**config.mk**
```make
export PLATFORM = sky130hd
export DESIGN_NAME = result_uart_tx
export DESIGN_NICKNAME = d
export VERILOG_FILES = /design/src/rtl/result_uart_tx.sv
export SDC_FILE = /design/constraint.sdc
export NUM_CORES = 1
export LEC_CHECK = 0
export ABC_AREA = 0
export BUFFER_PORTS_ARGS = -buffer_cell sky130_fd_sc_hd__buf_2
export CELL_PAD_IN_SITES_DETAIL_PLACEMENT = 1
export CELL_PAD_IN_SITES_GLOBAL_PLACEMENT = 2
export CORE_MARGIN = 2
export CORE_UTILIZATION = 42
export DETAILED_ROUTE_END_ITERATION = 7
export PLACE_DENSITY = 0.88
export SLEW_MARGIN = 5
export SYNTH_ARGS = -nofsm -noshare
export SYNTH_HDL_FRONTEND = slang
export SYNTH_SLANG_ARGS = --single-unit
```
**constraint.sdc**
```tcl
create_clock -name sys_clk -period 2.8 [get_ports sys_clk]
set_clock_uncertainty 0.05 [all_clocks]
set_input_delay 0.42 -clock sys_clk [delete_from_list [all_inputs] [get_ports sys_clk]]
set_output_delay 0.42 -clock sys_clk [all_outputs]
set_load 0.02 [all_outputs]
```
**src/rtl/result_uart_tx.sv**
```systemverilog
// Result serializer: buffers each compute-FSM result byte and sends it as an asynchronous serial frame on tx.
// Latency: a strobe in cycle N is counted after edge N, popped in N+1, and the start bit appears at edge N+2.
// Backpressure: none toward the producer; a strobe that meets a full FIFO is dropped and sets the sticky overflow flag.
// Optional feature: define RESULT_UART_TX_PARITY_EN to add an even-parity bit after data bit 7 (11*DIV-cycle frame).
module result_uart_tx #(
  parameter int DIV   = 16,  // clock cycles per serial bit, 2..65535
  parameter int DEPTH = 4    // FIFO entries, power of two, >= 2
) (
  input  logic                     sys_clk,
  input  logic                     sys_rst,
  input  logic [7:0]               din,
  input  logic                     din_valid,
  input  logic                     clr_overflow,
  output logic                     tx,
  output logic                     busy,
  output logic [$clog2(DEPTH):0]   fifo_count,
  output logic                     overflow
);

  localparam int AW = $clog2(DEPTH);
  localparam int CW = AW + 1;

  typedef enum logic [2:0] {
    IDLE,
    START,
    DATA,
`ifdef RESULT_UART_TX_PARITY_EN
    PARITY,
`endif
    STOP
  } state_e;

  // FIFO storage and bookkeeping
  logic [7:0]    mem [DEPTH];
  logic [AW-1:0] wr_ptr_q, wr_ptr_d;
  logic [AW-1:0] rd_ptr_q, rd_ptr_d;
  logic [CW-1:0] count_q, count_d;
  logic          ovf_q, ovf_d;

  // Transmitter state
  state_e        state_q, state_d;
  logic [15:0]   baud_q, baud_d;
  logic [2:0]    bit_q, bit_d;
  logic [7:0]    shift_q, shift_d;
  logic          par_q, par_d;
  logic          tx_q, tx_d;
  logic          busy_q, busy_d;

  logic          full;
  logic          push;
  logic          drop;
  logic          pop;
  logic          bit_end;
  logic [7:0]    head;

  // Push/pop decisions are made from the registered count only, so a pop
  // in the same cycle never makes room for a write that arrived at full.
  always_comb begin
    full    = (count_q == CW'(DEPTH));
    push    = din_valid && !full;
    drop    = din_valid && full;
    pop     = (state_q == IDLE) && (count_q != '0);
    head    = mem[rd_ptr_q];
    bit_end = (baud_q == 16'(DIV - 1));
  end

  // FIFO pointer, occupancy and sticky overflow next-state
  always_comb begin
    wr_ptr_d = wr_ptr_q;
    rd_ptr_d = rd_ptr_q;
    count_d  = count_q;
    ovf_d    = ovf_q;
    if (push) begin
      wr_ptr_d = wr_ptr_q + AW'(1);
    end
    if (pop) begin
      rd_ptr_d = rd_ptr_q + AW'(1);
    end
    case ({push, pop})
      2'b10:   count_d = count_q + CW'(1);
      2'b01:   count_d = count_q - CW'(1);
      default: count_d = count_q;
    endcase
    // A drop wins over a coincident clear so no loss goes unreported.
    if (drop) begin
      ovf_d = 1'b1;
    end else if (clr_overflow) begin
      ovf_d = 1'b0;
    end
  end

  // Frame sequencer: each bit period is DIV cycles counted by baud_q
  always_comb begin
    state_d = state_q;
    baud_d  = baud_q;
    bit_d   = bit_q;
    shift_d = shift_q;
    par_d   = par_q;
    case (state_q)
      IDLE: begin
        baud_d = '0;
        bit_d  = '0;
        if (pop) begin
          shift_d = head;
          par_d   = ^head;
          state_d = START;
        end
      end
      START: begin
        if (bit_end) begin
          baud_d  = '0;
          bit_d   = '0;
          state_d = DATA;
        end else begin
          baud_d = baud_q + 16'd1;
        end
      end
      DATA: begin
        if (bit_end) begin
          baud_d  = '0;
          shift_d = {1'b0, shift_q[7:1]};
          if (bit_q == 3'd7) begin
            bit_d = '0;
`ifdef RESULT_UART_TX_PARITY_EN
            state_d = PARITY;
`else
            state_d = STOP;
`endif
          end else begin
            bit_d = bit_q + 3'd1;
          end
        end else begin
          baud_d = baud_q + 16'd1;
        end
      end
`ifdef RESULT_UART_TX_PARITY_EN
      PARITY: begin
        if (bit_end) begin
          baud_d  = '0;
          state_d = STOP;
        end else begin
          baud_d = baud_q + 16'd1;
        end
      end
`endif
      STOP: begin
        if (bit_end) begin
          baud_d  = '0;
          state_d = IDLE;
        end else begin
          baud_d = baud_q + 16'd1;
        end
      end
      default: begin
        baud_d  = '0;
        bit_d   = '0;
        state_d = IDLE;
      end
    endcase
  end

  // Line level follows the current state; registering it delays the line
  // by one cycle relative to the state, which keeps every bit DIV wide.
  always_comb begin
    tx_d = 1'b1;
    case (state_q)
      IDLE:    tx_d = 1'b1;
      START:   tx_d = 1'b0;
      DATA:    tx_d = shift_q[0];
`ifdef RESULT_UART_TX_PARITY_EN
      PARITY:  tx_d = par_q;
`endif
      STOP:    tx_d = 1'b1;
      default: tx_d = 1'b1;
    endcase
    busy_d = (state_d != IDLE) || (count_d != '0);
  end

  // FIFO data array; no reset needed since the pointers define validity
  always_ff @(posedge sys_clk) begin
    if (push && !sys_rst) begin
      mem[wr_ptr_q] <= din;
    end
  end

  // State registers with synchronous reset; reset aborts any frame in flight
  always_ff @(posedge sys_clk) begin
    if (sys_rst) begin
      wr_ptr_q <= '0;
      rd_ptr_q <= '0;
      count_q  <= '0;
      ovf_q    <= 1'b0;
      state_q  <= IDLE;
      baud_q   <= '0;
      bit_q    <= '0;
      shift_q  <= '0;
      par_q    <= 1'b0;
      tx_q     <= 1'b1;
      busy_q   <= 1'b0;
    end else begin
      wr_ptr_q <= wr_ptr_d;
      rd_ptr_q <= rd_ptr_d;
      count_q  <= count_d;
      ovf_q    <= ovf_d;
      state_q  <= state_d;
      baud_q   <= baud_d;
      bit_q    <= bit_d;
      shift_q  <= shift_d;
      par_q    <= par_d;
      tx_q     <= tx_d;
      busy_q   <= busy_d;
    end
  end

  assign tx         = tx_q;
  assign busy       = busy_q;
  assign fifo_count = count_q;
  assign overflow   = ovf_q;

endmodule

```
# Word-level counts from Yosys, hierarchy flattened
# Memories as Yosys holds them, arrays and structs flattened. A register that Yosys moved wholly into a read port is not among the register bits.
# Index checks and enable logic that the tools add are counted.
# totals
regBits,40
latchBits,0
mem_bits_rw,32
mem_bits_ro,0
in_bits,12
out_inout_bits,6
word_cells,68
mem_count,1
# mem_list
memory,words,word_bits,rd,rd_clocked_by_memory_dff,wr,line,text
mem,4,8,1,1,1,34,logic [7:0] mem [DEPTH];
# op_classes
add_sub_neg,6
mul,0
div,0
n_lt_le_gt_ge,0
n_eq_ne,11
shifts,0
muxes,21
bitwise,2
reduce_logical,17
# ops
operator,n
2-to-1 mux 3 bit,8
adder 16 x 1 -> 16 bit (second input constant),1
== test 16 x 4 -> 1 bit (second input constant),1
2-to-1 mux 8 bit,2
case mux 8 bit (2 select lines),1
case mux 3 bit (4 select lines),1
case mux 3 bit (3 select lines),1
nonzero test 3 bit,3
adder 3 x 1 -> 3 bit (second input constant),2
== test 3 x 2 -> 1 bit (second input constant),2
== test 3 bit (second input constant),2
!= test 2 bit (second input constant),3
case mux 3 bit (2 select lines),1
AND reduction 3 bit,2
OR reduction 3 bit,2
adder 2 x 1 -> 2 bit (second input constant),2
logical AND 1 bit,4
2-to-1 mux 1 bit,4
2-to-1 mux 2 bit,2
nonzero test 2 bit,2
== test 3 x 1 -> 1 bit (second input constant),1
zero test 3 bit,1
subtractor 3 x 1 -> 3 bit (second input constant),1
== test 2 x 1 -> 1 bit (second input constant),1
5 further kinds,7

# Depth between registers and ports, before layout
# Gate-level depths: netlist (run 1).
# logic_depth
depth_word,7
mapped_depth,10
ltp_nobuf,9

# Worst setup path before layout (run 1)
# OpenSTA, ideal clock, no wires.
# synth_timing
path_type,register -> register
from,"register count_q[2], in the netlist fifo_count[2]"
to,"register busy_q, in the netlist busy"
setup_ps,80
arrival_time_ps,2283
required_time_ps,2670
setup_slack_ps,388
path_stages_with_launch,10
n_path_buf,1
period_less_slack_ps,2412
path_cell_list,dfxtp_1 > nor3_1 > nor2_2 > buf_4 > ha_1 > inv_1 > fa_1 > nor2b_1 > a221o_1 > o211ai_1
# synth_between
elab_cells_between_ends,15
classes_between,2 x add/sub; 3 x eq/ne; 3 x mux; 7 x reduce/logical
# synth_rtl
item,line,text
start: declaration,37,"logic [CW-1:0] count_q, count_d;"
start signal: assignment,203,count_q <= count_d;
nonzero test 3 bit (*),62,pop = (state_q == IDLE) && (count_q != '0);
logical AND 1 bit (*),62,
named net pop,52,logic pop;
"== test 2 x 1 -> 1 bit, or another cell as far along",79,"case ({push, pop})"
case mux 3 bit (2 select lines) / case mux 3 bit (4 select lines) (equally long branches),"79, 99",
nonzero test 3 bit,176,busy_d = (state_d != IDLE) || (count_d != '0);
logical OR 1 bit (*),176,
end signal: assignment,211,busy_q <= busy_d;
end: declaration,47,"logic busy_q, busy_d;"
# Mark *: on every way through the listed nets, which the timed path passes. The rest lies on a longest branch.
# A chain may end at the register's enable or synchronous reset.

# Worst setup path in the final report (run 1)
# layout_timing
from,register state_q[0]
to,"register busy_q, in the netlist busy"
# layout_between
elab_chain_len,6
elab_cells_between_ends,17
classes_between,5 x eq/ne; 7 x mux; 5 x reduce/logical
# layout_lines
item,line,text
start: declaration,41,"state_e state_q, state_d;"
start signal: assignment,205,state_q <= state_d;
zero test 3 bit,"62, 99",
logical AND 1 bit,62,
"== test 2 x 1 -> 1 bit, or another cell as far along",79,
case mux 3 bit (2 select lines) / case mux 3 bit (4 select lines) (equally long branches),"79, 99",
nonzero test 3 bit,176,
logical OR 1 bit (*),176,
# Every way passes the cells marked *; elsewhere a longest branch is shown, timed or not.

==> impl_metrics.json, run 1 <==
{
  "drc_errors": 0,
  "layout-drive-gt1-share_pct": 20.92,
  "fillers": 765,
  "r2r_start": "state_q[0]",
  "htree_num_levels": 3,
  "hpwl_um": 4319,
  "dieHeight_um": 91.55,
  "fin_util_pct": 49.16,
  "synth.area.top_cells": "edfxtp_1, dfxtp_1, mux4_2",
  "tns_ns": 0,
  "synth_area_um2": 3219,
  "die_w_um": 91.55,
  "vias": 1972,
  "final-seq-area_um2": 1802,
  "synth_largest_area_cell": "edfxtp_1",
  "ff2ff_path_depth": 9,
  "cts_tree": "built",
  "synth_top_family_by_area": "simple AND/OR/NAND/NOR gates",
  "syn-num-nets": 276,
  "portBuffers": 17,
  "yosysUniqueCellTypes": 48,
  "crit_path_end": "busy",
  "powerDensity_nw_per_um2": 799.3,
  "r2r_slack_ns": 0.50,
  "start_util_pct": 43.92,
  "fmax_ghz": 0.4343,
  "p_leak_uw": 0.001185,
  "synth-xor-area-share_pct": 5.713,
  "core_um2": 7331,
  "synth_edf_count": 32,
  "ctsRootBufferMaster": "clkbuf_8",
  "synth-seq-cells": 74,
  "ys_top_cells_by_count": "dfxtp_1, nor2_1, edfxtp_1, xnor2_1, inv_1",
  "yosysTopAreaCellShare_pct": 29.85,
  "overflow": 0,
  "clk_pin_slew_worst_paths_ns": 0.08,
  "synth_warnings": 0,
  "postCtsSetupBuffers": 0,
  "startpoint_type": "register",
  "synthToLayoutAreaGrowth_pct": 11.93,
  "crit_start": "state_q[0]",
  "placed_cells": 365,
  "num-nets-final": 298,
  "ant_nets": 0,
  "cts_sinks": 74,
  "crit_type": "register to register",
  "synthAdderAreaFrac_pct": 3.731,
  "diodes": 0,
  "antenna_found_initial": 0,
  "gr-usage-all-layers_pct": 16.37,
  "cp_max_fo": 7,
  "status": "finished, final reports clean",
  "num_rows": 31,
  "vdd_drop_max_v": 0.0002873,
  "clk_latency_ns": 0.34,
  "wl_per_cell_um": 16.34,
  "period_needed_ns": 2.302,
  "async_flop_share_pct": 0,
  "ctsResizeCount": 0,
  "final_cell_area_um2": 3603,
  "grt_pass1_vias": 2072,
  "avgSynthCellArea_um2": 12.62,
  "yosysMostFrequentCell": "dfxtp_1",
  "multi_input_area_um2": 1310,
  "critPathCaptureType": "register",
  "maxSlewHeadroom_pct": 50.46,
  "hp-class": "input port to register",
  "yosys.area_share.simple_pct": 15.55,
  "crit_required_ns": 2.97,
  "drv_cap": 0,
  "viasPerCell": 5.176,
  "rsz0062_at_grt": "no",
  "finalMaxSlewViolations": 0,
  "cts_hold_buffers": 0,
  "drt_iter0_markers": 45,
  "setup_viol": 0,
  "place.gp.congestion": 0.7803,
  "tightest_slew_ns": 0.7411,
  "synth_cells": 255,
  "pin_count": 18,
  "grt_max_degree": 20,
  "hold_ws_ns": 0.2459,
  "cts_buffers": 9,
  "dr.pass1.iters": 4,
  "period_share_pct": 82.22,
  "cts_buffer_depth": 2,
  "r2r_end": "busy",
  "die_area_um2": 8381,
  "seq_area_frac_synth_pct": 55.97,
  "synth_mux_area_share_pct": 8.395,
  "placed_cell_area_um2": 3396,
  "ys.flop_type": "dfxtp_1",
  "synth_compound_area_share_pct": 7.190,
  "hold_viol": 0,
  "arrival_ns": 2.48,
  "fin_cells": 381,
  "grt_pass1_wl_um": 10470,
  "routed_wl_um": 6227
}
-- through the flow --
stage	worst slack (ns)	total power [uW]
after detailed placement	0.4832	2033
after global placement	0.5177	2007
after CTS	0.4767	2917
final	0.4977	2880
after floorplan	0.3876	1869
after global routing	0.3326	3050
-- cells by family (layout without fill, tap and decap cells) --
family / after synthesis / after routing
DFF: 74 / 74
adders and majority gates: 9 / 9
buffers and inverters: 23 / 50
AOI/OAI and AO/OA: 22 / 22
muxes: 17 / 17
xor gates and xnor gates: 21 / 21
other: 1 / 1
and+or+nand+nor: 88 / 88
-- worst max-delay path, cell delays in order (launching register included) --
cell      delay [ns]
dfxtp_1         0.39
or3_1           0.48
nor2_2          0.14
ha_1            0.18
inv_1           0.06
fa_1            0.36
xor2_1          0.15
nor2_1          0.11
xnor2_1         0.16
o211ai_1        0.10
-- registers in the layout, indices dropped and copies added, names as in the netlist, named ones only --
signal and count:
mem 32, busy 1, rd_ptr_q 2, tx 1
wr_ptr_q 2, baud_q 16, overflow 1, state_q 3
bit_q 3, fifo_count 3, shift_q 8
-- worst min-delay path by stage --
stage	start	end	slack [ns]	cells past startpoint
global placement	baud_q[0]	baud_q[0]	0.39	1
global route	din[4]	mem[2][4]	0.23	1
floorplan	baud_q[0]	baud_q[0]	0.38	1
CTS	din[4]	mem[3][4]	0.23	1
detailed placement	shift_q[0]	tx	0.41	2
finish	din[4]	mem[3][4]	0.25	1
-- power by group --
part | leakage (uW) | switching [uW] | internal (uW)
Combinational | 0.000451 | 340 | 294
Sequential | 0.000633 | 112 | 1260
Clock | 0.000102 | 388 | 491
-- area by class of cell --
class,count,area share (%)
inverter,14,1.458
timing repair buffer,20,2.986
clock buffer,9,3.438
clock inverter,7,2.326
multi-input combinational,158,36.35
sequential,74,50.00
tap,99,3.438
-- placed cells by master (no fill, tap or decap), types with 3 or more instances in the layout --
cell / synthesis / routed
mux4_2: 8 / 8
xnor2_1: 17 / 17
inv_1: 13 / 13
edfxtp_1: 32 / 32
a221oi_2: 7 / 7
dfxtp_1: 42 / 42
nand2b_1: 5 / 5
mux2i_1: 9 / 9
nor3_1: 5 / 5
nand4_1: 3 / 3
nand2_1: 5 / 5
ha_1: 8 / 8
clkinv_1: 0 / 3
nor4_4: 3 / 3
clkbuf_8: 0 / 9
buf_2: 2 / 17
nor2_1: 40 / 40
buf_4: 1 / 3
nand3_1: 7 / 7
xor2_1: 4 / 4
and2_1: 4 / 4
nor4_1: 4 / 4
-- metal layers --
layer  part of all wire, %  vias up  wire length (um)  track usage (%)
li1                      -      959                 -                -
met1                    46      984              2844            20.53
met2                    50       22              3122            27.51
met3                   2.5        7               156            3.734
met4                   1.7        0               103            6.061
met5                     0        -                 0                0
Power figures use the tool's default switching activity.
==> inputs of run 2 (changes only) <==
Clock period 2.8 ns to 2.2 ns, I/O delays scaled along.
==> run 2 against run 1 <==
Against the previous run:
- die area stayed put
- first-iteration DRC count increased by 53%
- utilization grew 1.6 points
- sequential share of layout area fell by 1.4 points
- critical path depth is the same
- sequential cell count unchanged
- largest power group unchanged
- highest routed layer unchanged
==> impl_metrics.json, run 2 (synthesis results as in run 1) <==
{
  "synthToLayoutAreaGrowth_pct": 15.47,
  "largest_register_ffs": 32,
  "pin_count": 18,
  "cp_max_fo": 3,
  "pre_cts_slack_ns": 0.04879,
  "final_cell_area_um2": 3717,
  "cts_buffer_depth": 2,
  "crit_type": "register to register",
  "wl_per_cell_um": 16.02,
  "arrival_ns": 2.28,
  "critPathCaptureType": "register",
  "overflow": 0,
  "powerDensity_nw_per_um2": 1018,
  "htree_num_levels": 3,
  "rsz0062_at_grt": "no",
  "p_leak_uw": 0.001242,
  "wl_met3_um": 212,
  "slowest_delay_ns": 0.42,
  "ant_nets": 0,
  "tns_ns": 0,
  "crit_chain": "or3_4 > nor2_4 > ha_4 > inv_2 > fa_2 > xor2_1 > nor2_1 > xnor2_1 > o211ai_1",
  "placed_cells": 372,
  "fin_ws_ns": 0.09786,
  "vdd_drop_max_v": 0.0005175,
  "drt_iter0_markers": 69,
  "drc_errors": 0,
  "diodes": 0,
  "grt_pass1_vias": 2091,
  "viasPerCell": 5.051,
  "startpoint_type": "register",
  "placed_cell_area_um2": 3485,
  "status": "finished, final reports clean",
  "core_um2": 7331,
  "cts_sinks": 74,
  "num-nets-final": 307,
  "die_area_um2": 8381,
  "maxSlewHeadroom_pct": 64.06,
  "hold_viol": 0,
  "hpwl_um": 4275,
  "cts_buffers": 9,
  "fillers": 773,
  "crit_family": "simple AND/OR/NAND/NOR gates",
  "largest_register": "mem",
  "largest_registers": "mem (32), baud_q (16), shift_q (8)",
  "fmax_ghz": 0.4757,
  "final_cell_mix": "nor2_1, dfxtp_1, edfxtp_1, xnor2_1, buf_2",
  "tightest_slew_ns": 0.5391,
  "cp.depth": 9,
  "highest_layer": "met4",
  "clk_pin_slew_worst_paths_ns": 0.09,
  "dr.pass1.iters": 4,
  "setup_viol": 0,
  "num_rows": 31,
  "dieHeight_um": 91.55,
  "period_needed_ns": 2.102,
  "cts_tree": "built",
  "routed_wl_um": 6246,
  "gr-usage-all-layers_pct": 16.86,
  "ctsRootBufferMaster": "clkbuf_8",
  "grt_max_degree": 21,
  "layout-drive-gt1-share_pct": 27.84,
  "period_share_pct": 95.55,
  "cpMaxStageDelayCell": "or3_4",
  "grt_pass1_wl_um": 10810,
  "ff2ff_path_depth": 9,
  "place.gp.congestion": 0.7268,
  "vias": 1970,
  "hold_ws_ns": 0.1421,
  "fin_cells": 390,
  "antenna_found_initial": 0,
  "finalMaxSlewViolations": 0,
  "clk_latency_ns": 0.35,
  "die_w_um": 91.55,
  "met2WireLength_um": 2919,
  "portBuffers": 17,
  "start_util_pct": 43.92,
  "min_path_cells": 1,
  "crit_required_ns": 2.38,
  "crit_buf_inv": 1,
  "wl_met1_um": 2995,
  "hp-class": "input port to register",
  "drv_cap": 0
}
run 2: cell types whose count changed in the layout (fill, tap and decap cells not counted), sizes merged:
cell      change
bufinv        -1
buf           +9
clkinv        -2
clkinvlp      -1
inv           +4
run 2: worst register-to-register path, stage by stage (launching register included):
cell and delay, ns:
dfxtp_2 0.33, or3_4 0.42, nor2_4 0.13, ha_4 0.14, inv_2 0.03, fa_2 0.32
xor2_1 0.14, nor2_1 0.14, xnor2_1 0.17, o211ai_1 0.12
run 2: path summary, 6_finish.rpt:
check        startpoint  slack [ns]        end
max          state_q[0]         0.1       busy
min              din[2]        0.14  mem[1][2]
max reg2reg  state_q[0]         0.1       busy
min reg2reg   baud_q[0]        0.42  baud_q[0]
run 2: report_power, final:
part	total, uW	switching (uW)	internal (uW)
Sequential	1710	107	1600
Clock	1120	569	548
Combinational	960	510	450
Total	3780	1190	2600
run 2: final cells by class:
| type | instances | area (um^2) | area share (%) |
|---|---|---|---|
| Multi-Input combinational cell | 158 | 1351 | 36.35 |
| Tap cell | 99 | 123.9 | 3.332 |
| Inverter | 14 | 52.55 | 1.414 |
| Sequential cell | 74 | 1805 | 48.57 |
| Clock buffer | 9 | 123.9 | 3.332 |
| Clock inverter | 7 | 85.08 | 2.289 |
| Timing Repair Buffer | 29 | 175.2 | 4.712 |
run 2: timing repair:
| action | 4_1_cts | 5_1_grt |
|---|---|---|
| buffers inserted | 0 | 2 |
| hold endpoints to repair | 0 | 0 |
| endpoints found under the setup margin | 0 | 1 |
| hold buffers | 0 | 0 |
| gates resized for setup | 0 | 5 |
run 2: per-stage QoR:
step | power [uW] | utilization (%)
2_1_floorplan | 2434 | -
3_3_place_gp | 2644 | 47.53
3_5_place_dp | 2675 | 47.53
4_1_cts | 3803 | 50.38
5_1_grt | 4023 | 50.71
6_report | 3784 | 50.71
run 2: routing by layer:
layer / GRT usage (%) / up-vias
met1: 23.30 / 951
met3: 4.066 / 11
met4: 6.818 / 0
met2: 25.43 / 25
met5: 0 / -
li1: - / 983
==> inputs of run 3 (changes only) <==
Settings changed: CORE_UTILIZATION 42 to 44, CTS_BUF_LIST set to sky130_fd_sc_hd__clkbuf_8, PLACE_DENSITY 0.88 to 0.92, REMOVE_ABC_BUFFERS set to 1.
==> run 3 against run 2 <==
Against the previous run:
- the flow now finishes with violations (negative setup slack)
- hold slack improved by 0.0039 ns
- combinational power fell by 1%
- non-clock buffer count did not move
- worst setup slack got worse by 0.12 ns
- final area rose by 0.84%
- global-route usage rose by 0.55 points
==> impl_metrics.json, run 3 (synthesis results as in run 1) <==
{
  "core_um2": 7176,
  "largest_registers": "mem (32), baud_q (16), shift_q (8)",
  "hold_viol": 0,
  "cts_tree": "built",
  "overflow": 0,
  "hpwl_um": 4406,
  "layout-drive-gt1-share_pct": 25.43,
  "grt_pass1_vias": 2091,
  "synthToLayoutAreaGrowth_pct": 16.44,
  "portBuffers": 17,
  "num-nets-final": 307,
  "status": "finished, violations left",
  "grt_pass1_wl_um": 10170,
  "routed_wl_um": 6237,
  "die_area_um2": 8017,
  "fin_util_pct": 52.24,
  "die_w_um": 89.54,
  "cts_sinks": 74,
  "setup_viol": 1,
  "maxSlewHeadroom_pct": 62.45,
  "hp-class": "input port to register",
  "clk_pin_slew_worst_paths_ns": 0.08,
  "dieHeight_um": 89.54,
  "grt_max_degree": 25,
  "place.gp.congestion": 0.7273,
  "cts_buffers": 9,
  "final_common_cell": "dfxtp_1",
  "diodes": 0,
  "arrival_ns": 2.40,
  "gr-usage-all-layers_pct": 17.41,
  "power_uw": 4006,
  "htree_num_levels": 3,
  "clk_latency_ns": 0.35,
  "ant_nets": 0,
  "failed_checks": "negative setup slack",
  "dr.pass1.iters": 4,
  "final_cell_mix": "dfxtp_1, nor2_1, edfxtp_1, xnor2_1, buf_2",
  "rsz0062_at_grt": "yes",
  "ctsRootBufferMaster": "clkbuf_8",
  "pin_count": 18,
  "wl_per_cell_um": 15.99,
  "period_needed_ns": 2.222,
  "drc_errors": 0,
  "hold_ws_ns": 0.1460,
  "crit_required_ns": 2.38,
  "cts_hold_buffers": 0,
  "cp_max_fo": 2,
  "vias": 1994,
  "viasPerCell": 5.113,
  "p_leak_uw": 0.001259,
  "cts_buffer_depth": 2,
  "startpoint_type": "register",
  "fmax_ghz": 0.4500,
  "period_share_pct": 101.0,
  "num_rows": 31,
  "critPathCaptureType": "register",
  "start_util_pct": 44.86,
  "drv_cap": 0,
  "largest_register_ffs": 32,
  "finalMaxSlewViolations": 0,
  "vdd_drop_max_v": 0.0004737,
  "powerDensity_nw_per_um2": 1069,
  "crit_type": "register to register",
  "tightest_slew_ns": 0.5633,
  "drt_iter0_markers": 68,
  "antenna_found_initial": 0,
  "fin_ws_ns": -0.02233,
  "largest_register": "mem"
}
-- run 3: changes by cell type in the layout (fill, tap and decap cells not counted), moves of 3 or more --
cell / delta
dfxtp_2: -3
inv_6: -3
bufinv_16: +3
dfxtp_1: +3
-- run 3: power by group --
group	internal, uW	total (uW)	switching [uW]
combinational	440	946	506
clock	868	1370	497
sequential	1600	1690	96.9
-- run 3: layout make-up --
cell class                 instances  area, um^2
fill                             740        3427
sequential                        74        1802
multi-input combinational        158        1330
timing repair buffer              29       175.2
clock inverter                     7       141.4
clock buffer                       9       123.9
tap                               99       123.9
inverter                          14       52.55
-- run 3: path summary, 6_finish.rpt --
| path | startpoint | endpoint | slack (ns) | depth (start not counted) |
|---|---|---|---|---|
| worst max register to register | state_q[1] | busy | -0.02 | 9 |
| worst min register to register | baud_q[0] | baud_q[0] | 0.41 | 1 |
| worst min-delay path | din[2] | mem[0][2] | 0.15 | 1 |
| worst max-delay path | state_q[1] | busy | -0.02 | 9 |
-- run 3: metal layers --
| metal | share of wire (%) | GRT usage, % | wire length [um] |
|---|---|---|---|
| met1 | 42 | 20.25 | 2645 |
| met2 | 53 | 30.44 | 3329 |
| met3 | 2.3 | 4.709 | 145 |
| met4 | 1.9 | 6.920 | 116 |
| met5 | 0 | 0 | 0 |
-- run 3: metrics by stage --
| stage | area (um^2) | setup slack [ns] | TNS, ns | cells |
|---|---|---|---|---|
| floorplan | 3164 | -0.2655 | -0.5201 | 246 |
| global placement | 3456 | 0.09311 | 0 | 373 |
| detailed placement | 3456 | 0.01405 | 0 | 373 |
| CTS | 3721 | 0.009334 | 0 | 389 |
| global route | 3749 | -0.2036 | -0.3831 | 390 |
| finish | 3749 | -0.02233 | -0.02233 | 390 |
-- run 3: timing repair --
action                     in CTS  in global routing
gates resized for setup         0                  5
buffers inserted                0                  1
setup endpoints to repair       0                  6
-- run 3: worst max-delay path, cell delays in order, from the launching register on --
cell      delay (ns)
dfxtp_1         0.32
or3_4           0.40
nor2_4          0.13
ha_2            0.20
inv_1           0.07
fa_2            0.33
xor2_1          0.18
nor2_1          0.16
xnor2_1         0.16
o211ai_1        0.11
